$ cat config.mk
export PLATFORM = sky130hd
export DESIGN_NAME = rx_align_ctrl
export DESIGN_NICKNAME = d
export VERILOG_FILES = /design/src/rtl/rx_phy_pkg.sv /design/src/rtl/rx_com_window.sv /design/src/rtl/rx_align_ctrl.sv
export SDC_FILE = /design/constraint.sdc
export NUM_CORES = 1
export LEC_CHECK = 0
export CAP_MARGIN = 20
export CELL_PAD_IN_SITES_DETAIL_PLACEMENT = 1
export CELL_PAD_IN_SITES_GLOBAL_PLACEMENT = 2
export CORE_MARGIN = 10
export CORE_UTILIZATION = 41
export DETAILED_ROUTE_END_ITERATION = 7
export DONT_BUFFER_PORTS = 1
export PLACE_DENSITY = 0.82
export SLEW_MARGIN = 0
export SYNTH_ARGS = -nofsm -noshare
export SYNTH_HDL_FRONTEND = slang
export SYNTH_SLANG_ARGS = --single-unit
export TNS_END_PERCENT = 30
$ cat constraint.sdc
create_clock -name clk_32f -period 4.67 [get_ports clk_32f]
set_input_delay 0 -clock clk_32f [delete_from_list [all_inputs] [get_ports clk_32f]]
set_output_delay 0 -clock clk_32f [all_outputs]
set_load 0.01 [all_outputs]
$ cat src/rtl/rx_phy_pkg.sv
// ---------------------------------------------------------------------------
// | Module  : rx_phy_pkg                                                    |
// | Brief   : Shared receive-PHY constants and lane alignment state codes.  |
// | Rev     : 1.0  initial release                                          |
// ---------------------------------------------------------------------------
`default_nettype none

package rx_phy_pkg;

  // Comma symbol used by every receive block for byte alignment.
  localparam logic [7:0] COM_SYM = 8'hBC;

  // Alignment controller states; the encoding is visible on state_out.
  typedef enum logic [1:0] {
    ST_HUNT   = 2'b00,
    ST_CHECK  = 2'b01,
    ST_LOCKED = 2'b10
  } rx_state_e;

endpackage

`default_nettype wire

$ cat src/rtl/rx_com_window.sv
// ---------------------------------------------------------------------------
// | Module  : rx_com_window                                                 |
// | Brief   : 8-bit sliding window over the serial lane plus COM detector.  |
// |           The newest bit is taken straight from data_in so a symbol     |
// |           is recognised in the same cycle its last bit arrives.         |
// | Rev     : 1.0  initial release                                          |
// ---------------------------------------------------------------------------
`default_nettype none

module rx_com_window #(
  parameter logic [7:0] COM_SYM = rx_phy_pkg::COM_SYM
) (
  input  logic       clk_32f,
  input  logic       reset,
  input  logic       data_in,
  output logic [7:0] w,
  output logic       is_com
);
  import rx_phy_pkg::*;

  logic [6:0] r_sr;

  // Seven most recent bits, MSB first, shifted on every clock.
  always_ff @(posedge clk_32f) begin
    if (!reset) begin
      r_sr <= 7'd0;
    end else begin
      r_sr <= {r_sr[5:0], data_in};
    end
  end

  assign w      = {r_sr, data_in};
  assign is_com = (w == COM_SYM);

endmodule

`default_nettype wire

$ cat src/rtl/rx_align_ctrl.sv
// ---------------------------------------------------------------------------
// | Module  : rx_align_ctrl                                                 |
// | Brief   : Byte alignment and lock controller for one receive lane.      |
// |           Hunts for COM at any bit offset, qualifies lock on LOCK_CNT   |
// |           consecutive COMs, then emits aligned bytes. Lock is dropped   |
// |           on COM starvation (MAX_GAP boundaries) or on resync.          |
// |           Optional macro RX_ALIGN_STATS_EN adds lock_loss_cnt and       |
// |           com_err status outputs.                                       |
// | Rev     : 1.0  initial release                                          |
// ---------------------------------------------------------------------------
`default_nettype none

module rx_align_ctrl #(
  parameter logic [7:0]  COM_SYM  = rx_phy_pkg::COM_SYM,
  parameter int unsigned LOCK_CNT = 4,
  parameter int unsigned MAX_GAP  = 255
) (
  input  logic       clk_32f,
  input  logic       reset,
  input  logic       data_in,
  input  logic       resync,
  output logic [7:0] data_out,
  output logic       valid_out,
  output logic       byte_stb,
  output logic       locked,
  output logic [1:0] state_out
`ifdef RX_ALIGN_STATS_EN
  ,
  output logic [7:0] lock_loss_cnt,
  output logic       com_err
`endif
);
  import rx_phy_pkg::*;

  localparam logic [3:0] c_lock_cnt = 4'(LOCK_CNT);
  localparam logic [7:0] c_max_gap  = 8'(MAX_GAP);

  rx_state_e  r_state;
  rx_state_e  w_state_nxt;
  logic [2:0] r_ph;
  logic [3:0] r_comcnt;
  logic [7:0] r_gap;
  logic [7:0] w_win;
  logic       w_is_com;
  logic       w_boundary;
  logic       w_emit;
  logic [3:0] w_comcnt_inc;
  logic [7:0] w_gap_inc;

  rx_com_window #(
    .COM_SYM (COM_SYM)
  ) u_window (
    .clk_32f (clk_32f),
    .reset   (reset),
    .data_in (data_in),
    .w       (w_win),
    .is_com  (w_is_com)
  );

  assign w_boundary   = (r_ph == 3'd7);
  assign w_comcnt_inc = r_comcnt + 4'd1;
  assign w_gap_inc    = r_gap + 8'd1;
  // resync wins over a coincident boundary, so no byte leaves on that edge.
  assign w_emit       = (r_state == ST_LOCKED) && w_boundary && !resync;
  assign state_out    = r_state;

  // Next-state decision; resync forces a re-hunt from any state.
  always_comb begin
    w_state_nxt = r_state;
    if (resync) begin
      w_state_nxt = ST_HUNT;
    end else begin
      case (r_state)
        ST_HUNT: begin
          if (w_is_com) w_state_nxt = ST_CHECK;
        end
        ST_CHECK: begin
          if (w_boundary) begin
            if (!w_is_com)                       w_state_nxt = ST_HUNT;
            else if (w_comcnt_inc == c_lock_cnt) w_state_nxt = ST_LOCKED;
          end
        end
        ST_LOCKED: begin
          if (w_boundary && !w_is_com && (w_gap_inc == c_max_gap))
            w_state_nxt = ST_HUNT;
        end
        default: w_state_nxt = ST_HUNT;
      endcase
    end
  end

  // State register; locked tracks the same next-state so both move together.
  always_ff @(posedge clk_32f) begin
    if (!reset) begin
      r_state <= ST_HUNT;
      locked  <= 1'b0;
    end else begin
      r_state <= w_state_nxt;
      locked  <= (w_state_nxt == ST_LOCKED);
    end
  end

  // Phase, COM qualification and COM-gap counters.
  always_ff @(posedge clk_32f) begin
    if (!reset || resync) begin
      r_ph     <= 3'd0;
      r_comcnt <= 4'd0;
      r_gap    <= 8'd0;
    end else begin
      case (r_state)
        ST_HUNT: begin
          if (w_is_com) begin
            r_ph     <= 3'd0;
            r_comcnt <= 4'd1;
          end
        end
        ST_CHECK: begin
          r_ph <= r_ph + 3'd1;
          if (w_boundary) begin
            if (w_is_com) begin
              r_comcnt <= w_comcnt_inc;
              if (w_comcnt_inc == c_lock_cnt) r_gap <= 8'd0;
            end else begin
              r_comcnt <= 4'd0;
            end
          end
        end
        ST_LOCKED: begin
          r_ph <= r_ph + 3'd1;
          if (w_boundary) r_gap <= w_is_com ? 8'd0 : w_gap_inc;
        end
        default: begin
          r_ph <= 3'd0;
        end
      endcase
    end
  end

  // Aligned byte output; data_out and valid_out hold between strobes.
  always_ff @(posedge clk_32f) begin
    if (!reset) begin
      data_out  <= 8'd0;
      valid_out <= 1'b0;
      byte_stb  <= 1'b0;
    end else begin
      byte_stb <= w_emit;
      if (resync) begin
        valid_out <= 1'b0;
      end else if (w_emit) begin
        data_out  <= w_win;
        valid_out <= !w_is_com;
      end
    end
  end

`ifdef RX_ALIGN_STATS_EN
  // Saturating count of lock losses and a pulse on each failed qualification.
  always_ff @(posedge clk_32f) begin
    if (!reset) begin
      lock_loss_cnt <= 8'd0;
      com_err       <= 1'b0;
    end else begin
      if ((r_state == ST_LOCKED) && (w_state_nxt == ST_HUNT) && (lock_loss_cnt != 8'hFF))
        lock_loss_cnt <= lock_loss_cnt + 8'd1;
      com_err <= (r_state == ST_CHECK) && !resync && w_boundary && !w_is_com;
    end
  end
`endif

endmodule

`default_nettype wire
# Word-level counts from Yosys, hierarchy flattened
# Cells that the tools add are included.
classes:
  reduce_logical: 16
  n_bitwise: 2
  n_addsub: 3
  muxes: 19
  eq_ne: 12
ops:
  columns: ["op", "n"]
  rows:
  - ["two-way mux 8 bit", 5]
  - ["equality test 8 bit, second input constant", 2]
  - ["one-hot mux 8 bit (2 select lines)", 1]
  - ["two-way mux 2 bit", 6]
  - ["two-way mux 4 bit", 3]
  - ["!= test 2 bit, second input constant", 5]
  - ["adder 8 x 1 -> 8 bit, second input constant", 1]
  - ["one-hot mux 4 bit (2 select lines)", 1]
  - ["one-hot mux 2 bit (3 select lines)", 1]
  - ["one-hot mux 3 bit (2 select lines)", 1]
  - ["AND reduction 5 bit", 1]
  - ["adder 4 x 1 -> 4 bit, second input constant", 1]
  - ["equality test 2 bit, second input constant", 2]
  - ["equality test 4 x 3 -> 1 bit, second input constant", 1]
  - ["logical AND 1 bit", 4]
  - ["nonzero test 2 bit", 2]
  - ["OR reduction 2 bit", 2]
  - ["adder 3 x 1 -> 3 bit, second input constant", 1]
  - ["equality test 3 bit, second input constant", 1]
  - ["zero test 1 bit", 3]
  - ["two-way mux 3 bit", 1]
  - ["AND reduction 3 bit", 1]
  - ["equality test 2 x 1 -> 1 bit, second input constant", 1]
  - ["zero test 2 bit", 1]
  - ["other kinds (3)", 4]
totals:
  wordCells: 61
  output_inout_bits: 13
  ff_bits: 35

# Depth between registers and ports, before layout
# Gate-level depths: netlist of run 1.
depth:
  word_depth: 8
  mapped_depth: 8
  ltp_nobuf: 7

# Cells and area by module
# A second synthesis of run 1 with hierarchy kept.
unflattened:
  hier_cells: 207
  hier_area_um2: 1721.7
modules_own_cells:
  columns: ["mod", "area_per_inst_um2", "n_inst", "seq_area_each_um2", "cells_per_inst"]
  rows:
  - ["rx_align_ctrl", 1503.9, 1, 560.5, 189]
  - ["rx_com_window", 217.7, 1, 140.1, 18]

# Worst setup path after synthesis of run 1
# No wires, ideal clock.
synth_timing:
  path_kind: "reg2reg"
  from: "register r_state[1] (netlist: state_out[1])"
  to: "register r_gap[7]"
  t_required_ns: 4.596
  slack_ns: 2.760
  t_arrival_ns: 1.836
  path_stages_with_launch: 8
  path_cell_list: "dfxtp_1 -> inv_1 -> ha_1 -> clkbuf_1 -> and3b_1 -> o211ai_1 -> or4_1 -> o21ai_0"
synth_between:
  elab_chain_len: 3
synth_rtl:
  columns: ["element", "line", "rtl"]
  rows:
  - ["start: declaration", "rx_align_ctrl.sv:38", "rx_state_e r_state;"]
  - ["start signal: assignment", "rx_align_ctrl.sv:98", "r_state <= w_state_nxt;"]
  - ["equality test 2 x 1 -> 1 bit or equality test 2 bit (tied branches)", "rx_align_ctrl.sv:110", "case (r_state)"]
  - ["!= test 2 bit (no source line) or nonzero test 2 bit (tied branches)", null, null]
  - ["AND reduction 5 bit (no source line)", null, null]
  - ["end signal: assignment", "rx_align_ctrl.sv:130", "if (w_boundary) r_gap <= w_is_com ? 8'd0 : w_gap_inc;"]
  - ["end: declaration", "rx_align_ctrl.sv:42", "logic [7:0] r_gap;"]
# Parallel ways exist; a longest one is shown, timed or not.
# A chain may end at the register's enable or synchronous reset.

# Final worst setup path of run 1
layout_timing:
  from: "register r_state[0] (netlist: state_out[0])"
  to: "register locked"
layout_between:
  elab_chain_len: 6
layout_rtl:
  columns: ["element", "line", "rtl"]
  rows:
  - ["two-way mux 2 bit", "rx_align_ctrl.sv:80", "else if (w_comcnt_inc == c_lock_cnt) w_state_nxt = ST_LOCKED;"]
  - ["two-way mux 2 bit", "rx_align_ctrl.sv:79", "if (!w_is_com) w_state_nxt = ST_HUNT;"]
  - ["two-way mux 2 bit", "rx_align_ctrl.sv:78", "if (w_boundary) begin"]
  - ["one-hot mux 2 bit (3 select lines) *", "rx_align_ctrl.sv:73", "case (r_state)"]
  - ["two-way mux 2 bit *", "rx_align_ctrl.sv:70", "if (resync) begin"]
  - ["equality test 2 bit *", "rx_align_ctrl.sv:99", "locked <= (w_state_nxt == ST_LOCKED);"]
  - ["end signal: assignment", "rx_align_ctrl.sv:99", null]
  - ["end: declaration", "rx_align_ctrl.sv:25", "output logic locked,"]
# Mark *: on every way between the ends. The rest lies on a longest branch, timed or not.

==> impl_metrics.tcl, run 1 <==
set metrics [dict create \
    outcome "finished clean" \
    yosysWarnings 0 \
    cts_root_buf "clkbuf_8" \
    max_cap_violations 0 \
    antenna_left 0 \
    syn_to_final_growth_pct 9.267 \
    nNetsFinal 235 \
    rsz0062_at_grt "no" \
    dr.pass1.iters 4 \
    r2r_cells 6 \
    worstHoldStart "resync" \
    first_global_vias 1679 \
    yosysTopAreaCellShare_pct 37.33 \
    powerDensity_nw_per_um2 264.4 \
    grt_start_max_net_pins 16 \
    cts_buffer_depth 2 \
    io_buffers 0 \
    min_period_ns 2.393 \
    synth.cell_area_sq_um 1877 \
    cts_tree "done" \
    start_util_pct 42.81 \
    worstMarginPinSlew_ns 0.6088 \
    synth_cell_types 54 \
    num_vias 1643 \
    core-area_sq_um 4384 \
    cts.sinks 35 \
    wire_per_inst_um 18.42 \
    layout-drive-gt1-share_pct 9.459 \
    die_w_um 87.66 \
    die_h_um 87.66 \
    antenna_found_initial 0 \
    worstSetupPathType "flop to flop" \
    synth_area_leaders "dfxtp_1 37%, ha_1 6.7%, o21ai_0 5.3%" \
    track_usage_pct 13.74 \
    routed_wl_um 5047 \
    hold_class "primary input to flop" \
    vias_per_cell 5.996 \
    cp_max_fo 11 \
    ir_drop_mv 0.1365 \
    worstPathRequired_ns 4.87 \
    start_kind "flop" \
    grt_pass1_wl_um 8549 \
    static-leakage-power_nw 0.7428 \
    r2r-end "locked" \
    worst_skew_pair.late_latency_ns 0.29 \
    route.detailed.drc 0 \
    clkSlewWorstSetupHoldPaths_ns 0.08 \
    avgSynthCellArea_sq_um 8.689 \
    hold_viol_final 0 \
    gp_congestion 0.9090 \
    diodes 0 \
    synthFlopType "dfxtp_1" \
    max_freq_mhz 417.9 \
    synth_seq_cells 35 \
    finalSetupViolCount 0 \
    ios 17 \
    syn-instance-count 216 \
    max-slew-margin-rel_pct 59.26 \
    die-area_sq_um 7683 \
    core.rowCount 24 \
    grt_overflow 0 \
    nFillCells 527 \
    numCtsBuffers 5 \
    holdPathEnd "data_out[5]" \
    post_cts_resized 0 \
    syn_nets 230 \
    yosysTopAreaCell "dfxtp_1" \
    fin_crit_sh_pct 51.25 \
    stdcell_count 274 \
    dpl.hpwl_um 3768 \
    cp-end-kind "flop" \
    setup_tns_ns 0 \
    worst-endpoint-arrival_ns 2.59 \
    htree_num_levels 2 \
    postSynth.asyncResetShare_pct 0 \
    rrSetupSlack_ns 2.28 \
    drv_slew 0 \
    ys_seq_area_share_pct 37.33 \
    synth_edf_count 0 \
    min_path_cells 2 \
    finalClockSkew_ns 0.006682 \
    dp.cells 262 \
    r2r-start "state_out[0]" \
    first_iter_violations 137 \
]
-- worst max path at each step --
stage	from	depth (start not counted)	to
final	state_out[0]	6	locked
after global routing	state_out[0]	6	locked
after CTS	state_out[0]	6	locked
after detailed placement	state_out[0]	6	locked
after global placement	state_out[0]	6	locked
after floorplan	state_out[1]	7	r_gap[7]
-- power breakdown --
| part | total [W] | internal, W | switching (W) | leakage [nW] |
|---|---|---|---|---|
| sequential | 0.000301 | 0.000299 | 0.00000163 | 0.282 |
| combinational | 0.0000134 | 0.00000619 | 0.00000718 | 0.420 |
| clock | 0.000228 | 0.000107 | 0.000121 | 0.0408 |
-- stage by stage --
stage	total power (W)	hold slack [ns]	instance area, sq um	util, %	worst slack [ns]
detailed placement	0.0003160	0.1303	1918	43.75	2.293
floorplan	0.0003157	0.1217	1877	-	2.760
finish	0.0005422	0.01716	2051	46.78	2.277
CTS	0.0005479	0.005731	2051	46.78	2.274
global route	0.0005628	0.04347	2051	46.78	2.068
global placement	0.0003156	0.1236	1918	43.75	2.442
-- cell families after synthesis --
kind of cell / share of synthesized area, %
adder cells (fa/ha/maj): 6.667
AO/OA/AOI/OAI: 23.20
XOR/XNOR: 0.9335
flip-flops: 37.33
AND/OR/NAND/NOR: 28.60
buffers and inverters: 3.266
-- Yosys cell counts (all sizes together), types with 2 or more instances --
cell / number
a22oi: 2
clkbuf: 5
inv: 10
nor3: 2
and3: 3
and2: 12
nor4: 2
xor2: 2
nor2: 12
nor2b: 5
ha: 10
a21boi: 9
a211o: 2
dfxtp: 35
nand3b: 2
nand2: 24
a21oi: 13
nand4: 2
o211ai: 3
o21ai: 21
a31oi: 3
and4b: 2
a311oi: 3
nand3: 10
o31ai: 2
nand4b: 2
-- worst max-delay path: stages (launching register included) --
cell and delay (ns):
dfxtp_1 0.48, ha_1 0.45, inv_1 0.20, nor4_4 0.36, nand4_4 0.19, a211o_1 0.34, nor4bb_1 0.27
-- registers in the layout, indices dropped and copies added (netlist names) --
signal	cells
r_ph	3
valid_out	1
state_out	2
u_window.r_sr	7
locked	1
r_gap	8
data_out	8
byte_stb	1
r_comcnt	4
-- layout make-up --
type | instances | area, sq um | share of cell area [%]
Sequential cell | 35 | 700.7 | 34.17
Clock inverter | 3 | 23.77 | 1.159
Clock buffer | 5 | 68.82 | 3.356
Multi-Input combinational cell | 165 | 1115 | 54.36
Tap cell | 52 | 65.06 | 3.173
Inverter | 10 | 37.54 | 1.830
Timing Repair Buffer | 4 | 40.04 | 1.952
-- metal layers --
layer / vias to the layer above / wire (um) / GRT usage, %
met2: 30 / 2336 / 21.63
met1: 812 / 2403 / 17.70
met3: 7 / 258 / 3.993
met4: 0 / 49 / 4.058
met5: - / 0 / 0
li1: 794 / - / -
-- cell usage in the layout (no fill, tap or decap), types with 3 or more instances in the layout --
master and count:
dfxtp_1 35, nand2_1 24, o21ai_0 20, a21oi_1 13, nor2_1 12, nand3_1 10
and2_1 10, ha_1 10, inv_1 9, a21boi_0 9, nor2b_1 5, clkbuf_8 5
dlygate4sd3_1 4, o211ai_1 3, a31oi_1 3, a311oi_1 3
-- what timing repair did --
| item | CTS | global route |
|---|---|---|
| setup buffers | 0 | 0 |
| endpoints found under the hold margin | 17 | 0 |
| endpoints found under the setup margin | 0 | 0 |
| hold buffers | 4 | 0 |
Power figures use the tool's default switching activity.
==> run 2: changes to the inputs <==
--- a/config.mk
+++ b/config.mk
@@ -5,14 +5,15 @@
 export SDC_FILE = /design/constraint.sdc
 export NUM_CORES = 1
 export LEC_CHECK = 0
+export ABC_AREA = 1
 export CAP_MARGIN = 20
 export CELL_PAD_IN_SITES_DETAIL_PLACEMENT = 1
 export CELL_PAD_IN_SITES_GLOBAL_PLACEMENT = 2
 export CORE_MARGIN = 10
-export CORE_UTILIZATION = 41
+export CORE_UTILIZATION = 35
 export DETAILED_ROUTE_END_ITERATION = 7
 export DONT_BUFFER_PORTS = 1
-export PLACE_DENSITY = 0.82
+export PLACE_DENSITY = 0.76
 export SLEW_MARGIN = 0
 export SYNTH_ARGS = -nofsm -noshare
 export SYNTH_HDL_FRONTEND = slang
==> constraint.sdc (replaced) <==
create_clock -name clk_32f -period 2.4 [get_ports clk_32f]
set_input_delay 0 -clock clk_32f [delete_from_list [all_inputs] [get_ports clk_32f]]
set_output_delay 0 -clock clk_32f [all_outputs]
set_load 0.01 [all_outputs]
==> impl_metrics.tcl, run 2 <==
set metrics [dict create \
    cp-end-kind "flop" \
    cts_tree "done" \
    syn_to_final_growth_pct 14.18 \
    worstHoldStart "resync" \
    cts.sinks 35 \
    antenna_found_initial 0 \
    finalClockSkew_ns 0.006662 \
    nNetsFinal 262 \
    holdPathEnd "data_out[7]" \
    route.detailed.drc 0 \
    synthFlopType "dfxtp_1" \
    dpl.hpwl_um 3040 \
    powerDensity_nw_per_um2 630.8 \
    diodes 0 \
    total_power_w 0.001245 \
    start_kind "flop" \
    hold_class "primary input to flop" \
    die_w_um 90.29 \
    grt_overflow 0 \
    synth.cell_area_sq_um 1729 \
    max-slew-margin-rel_pct 61.91 \
    internal_power_w 0.001004 \
    cts_root_buf "clkbuf_8" \
    core-area_sq_um 4755 \
    ir_drop_mv 0.3579 \
    ios 17 \
    worst_skew_pair.late_latency_ns 0.29 \
    rsz0062_at_grt "no" \
    max_freq_mhz 536.0 \
    seq_power_share_pct 46.9 \
    synth_common_cells "48 x nand2_1, 42 x nor2_1, 35 x dfxtp_1, 30 x inv_1" \
    min_path_cells 3 \
    comb_power_share_pct 1.6 \
    numCtsBuffers 5 \
    clkSlewWorstSetupHoldPaths_ns 0.08 \
    track_usage_pct 10.60 \
    worstSetupPathType "flop to flop" \
    worstMarginPinSlew_ns 0.5707 \
    r2r-end "r_gap[0]" \
    dpl_cell_area_sq_um 1798 \
    worst-endpoint-arrival_ns 2.05 \
    top_regs "data_out: 8 flops, r_gap: 8 flops, u_window.r_sr: 7 flops" \
    setup_tns_ns 0 \
    min_period_ns 1.866 \
    post_cts_resized 0 \
    synth_area_leaders "dfxtp_1 41%, nand2_1 10%, nor2_1 9.1%" \
    ys_seq_area_share_pct 40.52 \
    rrSetupSlack_ns 0.53 \
    postSynth.asyncResetShare_pct 0 \
    first_iter_violations 37 \
    grt_pass1_wl_um 7217 \
    finalSetupViolCount 0 \
    layout-drive-gt1-share_pct 8.835 \
    avgSynthCellArea_sq_um 7.205 \
    hold_viol_final 0 \
    yosysMostFrequentCell "nand2_1" \
    yosysTopAreaCell "dfxtp_1" \
    power_frac_clock_pct 51.4 \
    grt_start_max_net_pins 17 \
    outcome "finished clean" \
    p_sw_share_pct 19.37 \
    cts_buffer_depth 2 \
    drv_slew 0 \
    wire_per_inst_um 12.94 \
    cp_max_fo 13 \
    yosysTopAreaCellShare_pct 40.52 \
    synth_edf_count 0 \
    r2r_cells 7 \
    dr.pass1.iters 4 \
    die-area_sq_um 8152 \
    gp_congestion 0.7616 \
    static-leakage-power_nw 0.9195 \
    num_vias 1501 \
    yosysWarnings 0 \
    syn_nets 254 \
    synth_cell_types 25 \
    worstPathRequired_ns 2.59 \
    core.rowCount 25 \
    final_cell_mix "48 x nand2_1, 42 x nor2_1, 35 x dfxtp_1" \
    io_buffers 0 \
    final_common_cell "nand2_1" \
    r2r-start "state_out[1]" \
    finish.instance_area_sq_um 1974 \
    synth_seq_cells 35 \
    switchingPower_w 0.0002412 \
    syn-instance-count 240 \
    antenna_left 0 \
    fin_crit_sh_pct 77.73 \
    vias_per_cell 4.750 \
    start_util_pct 36.37 \
    first_global_vias 1516 \
    routed_wl_um 4090 \
    htree_num_levels 2 \
    die_h_um 90.29 \
    max_cap_violations 0 \
]
-- run 2: how the worst max path moves through the flow --
stage / startpoint / endpoint / slack [ns] / depth (start not counted)
finish: state_out[1] / r_gap[0] / 0.53 / 7
global route: state_out[1] / r_gap[0] / 0.31 / 7
CTS: state_out[1] / r_gap[0] / 0.52 / 7
detailed placement: state_out[1] / r_gap[0] / 0.54 / 7
global placement: state_out[1] / r_gap[3] / 0.61 / 7
floorplan: state_out[1] / r_gap[7] / 0.78 / 8
-- run 2: routing by layer --
layer  GRT usage [%]  vias up  wire (um)
met5               0        -          0
met4           3.979        0         54
met3           4.156        5        282
met2           17.01       24       1860
met1           12.45      700       1892
li1                -      772          -
-- run 2: stage by stage --
stage | hold slack, ns | worst slack (ns) | instances | utilization [%]
2_1_floorplan | 0.09345 | 0.7826 | 240 | -
3_3_place_gp | 0.09409 | 0.6090 | 304 | 37.82
3_5_place_dp | 0.1045 | 0.5381 | 304 | 37.82
4_1_cts | 0.08303 | 0.5247 | 316 | 41.53
5_1_grt | 0.1132 | 0.3071 | 316 | 41.53
6_report | 0.08580 | 0.5345 | 316 | 41.53
-- run 2: what timing repair did --
action / 4_1_cts / 5_1_grt
setup buffers: 0 / 0
hold buffers: 4 / 0
endpoints found under the hold margin: 20 / 0
setup endpoints to repair: 0 / 0
-- run 2: cells by family after synthesis --
family | after synthesis | synth area share, %
AOI/OAI and AO/OA | 38 | 12.01
adders and majority gates | 10 | 7.236
and+or+nand+nor | 118 | 30.03
buffers and inverters | 36 | 8.249
xor gates and xnor gates | 3 | 1.954
DFF | 35 | 40.52
-- run 2: area by class of cell --
type,instances,area (sq um)
Fill cell,618,2780
Multi-Input combinational cell,169,885.9
Sequential cell,35,700.7
Inverter,32,120.1
Tap cell,67,83.83
Clock buffer,5,68.82
Clock inverter,3,67.56
Timing Repair Buffer,5,47.55
-- run 2: power groups by stage --
stage / logic [W] / registers (W) / clock network, W
2_1_floorplan: 0.0000104 / 0.000598 / 0
3_3_place_gp: 0.0000113 / 0.000598 / 0
3_5_place_dp: 0.0000115 / 0.000598 / 0
4_1_cts: 0.0000207 / 0.000585 / 0.000660
5_1_grt: 0.0000240 / 0.000585 / 0.000687
6_report: 0.0000201 / 0.000585 / 0.000641
-- run 2: worst max-delay path, stage by stage (launching register included) --
cell     delay [ns]
dfxtp_1        0.39
inv_1          0.13
ha_1           0.31
inv_1          0.10
a21oi_1        0.37
nand2_4        0.20
o21ai_0        0.20
a21oi_1        0.05
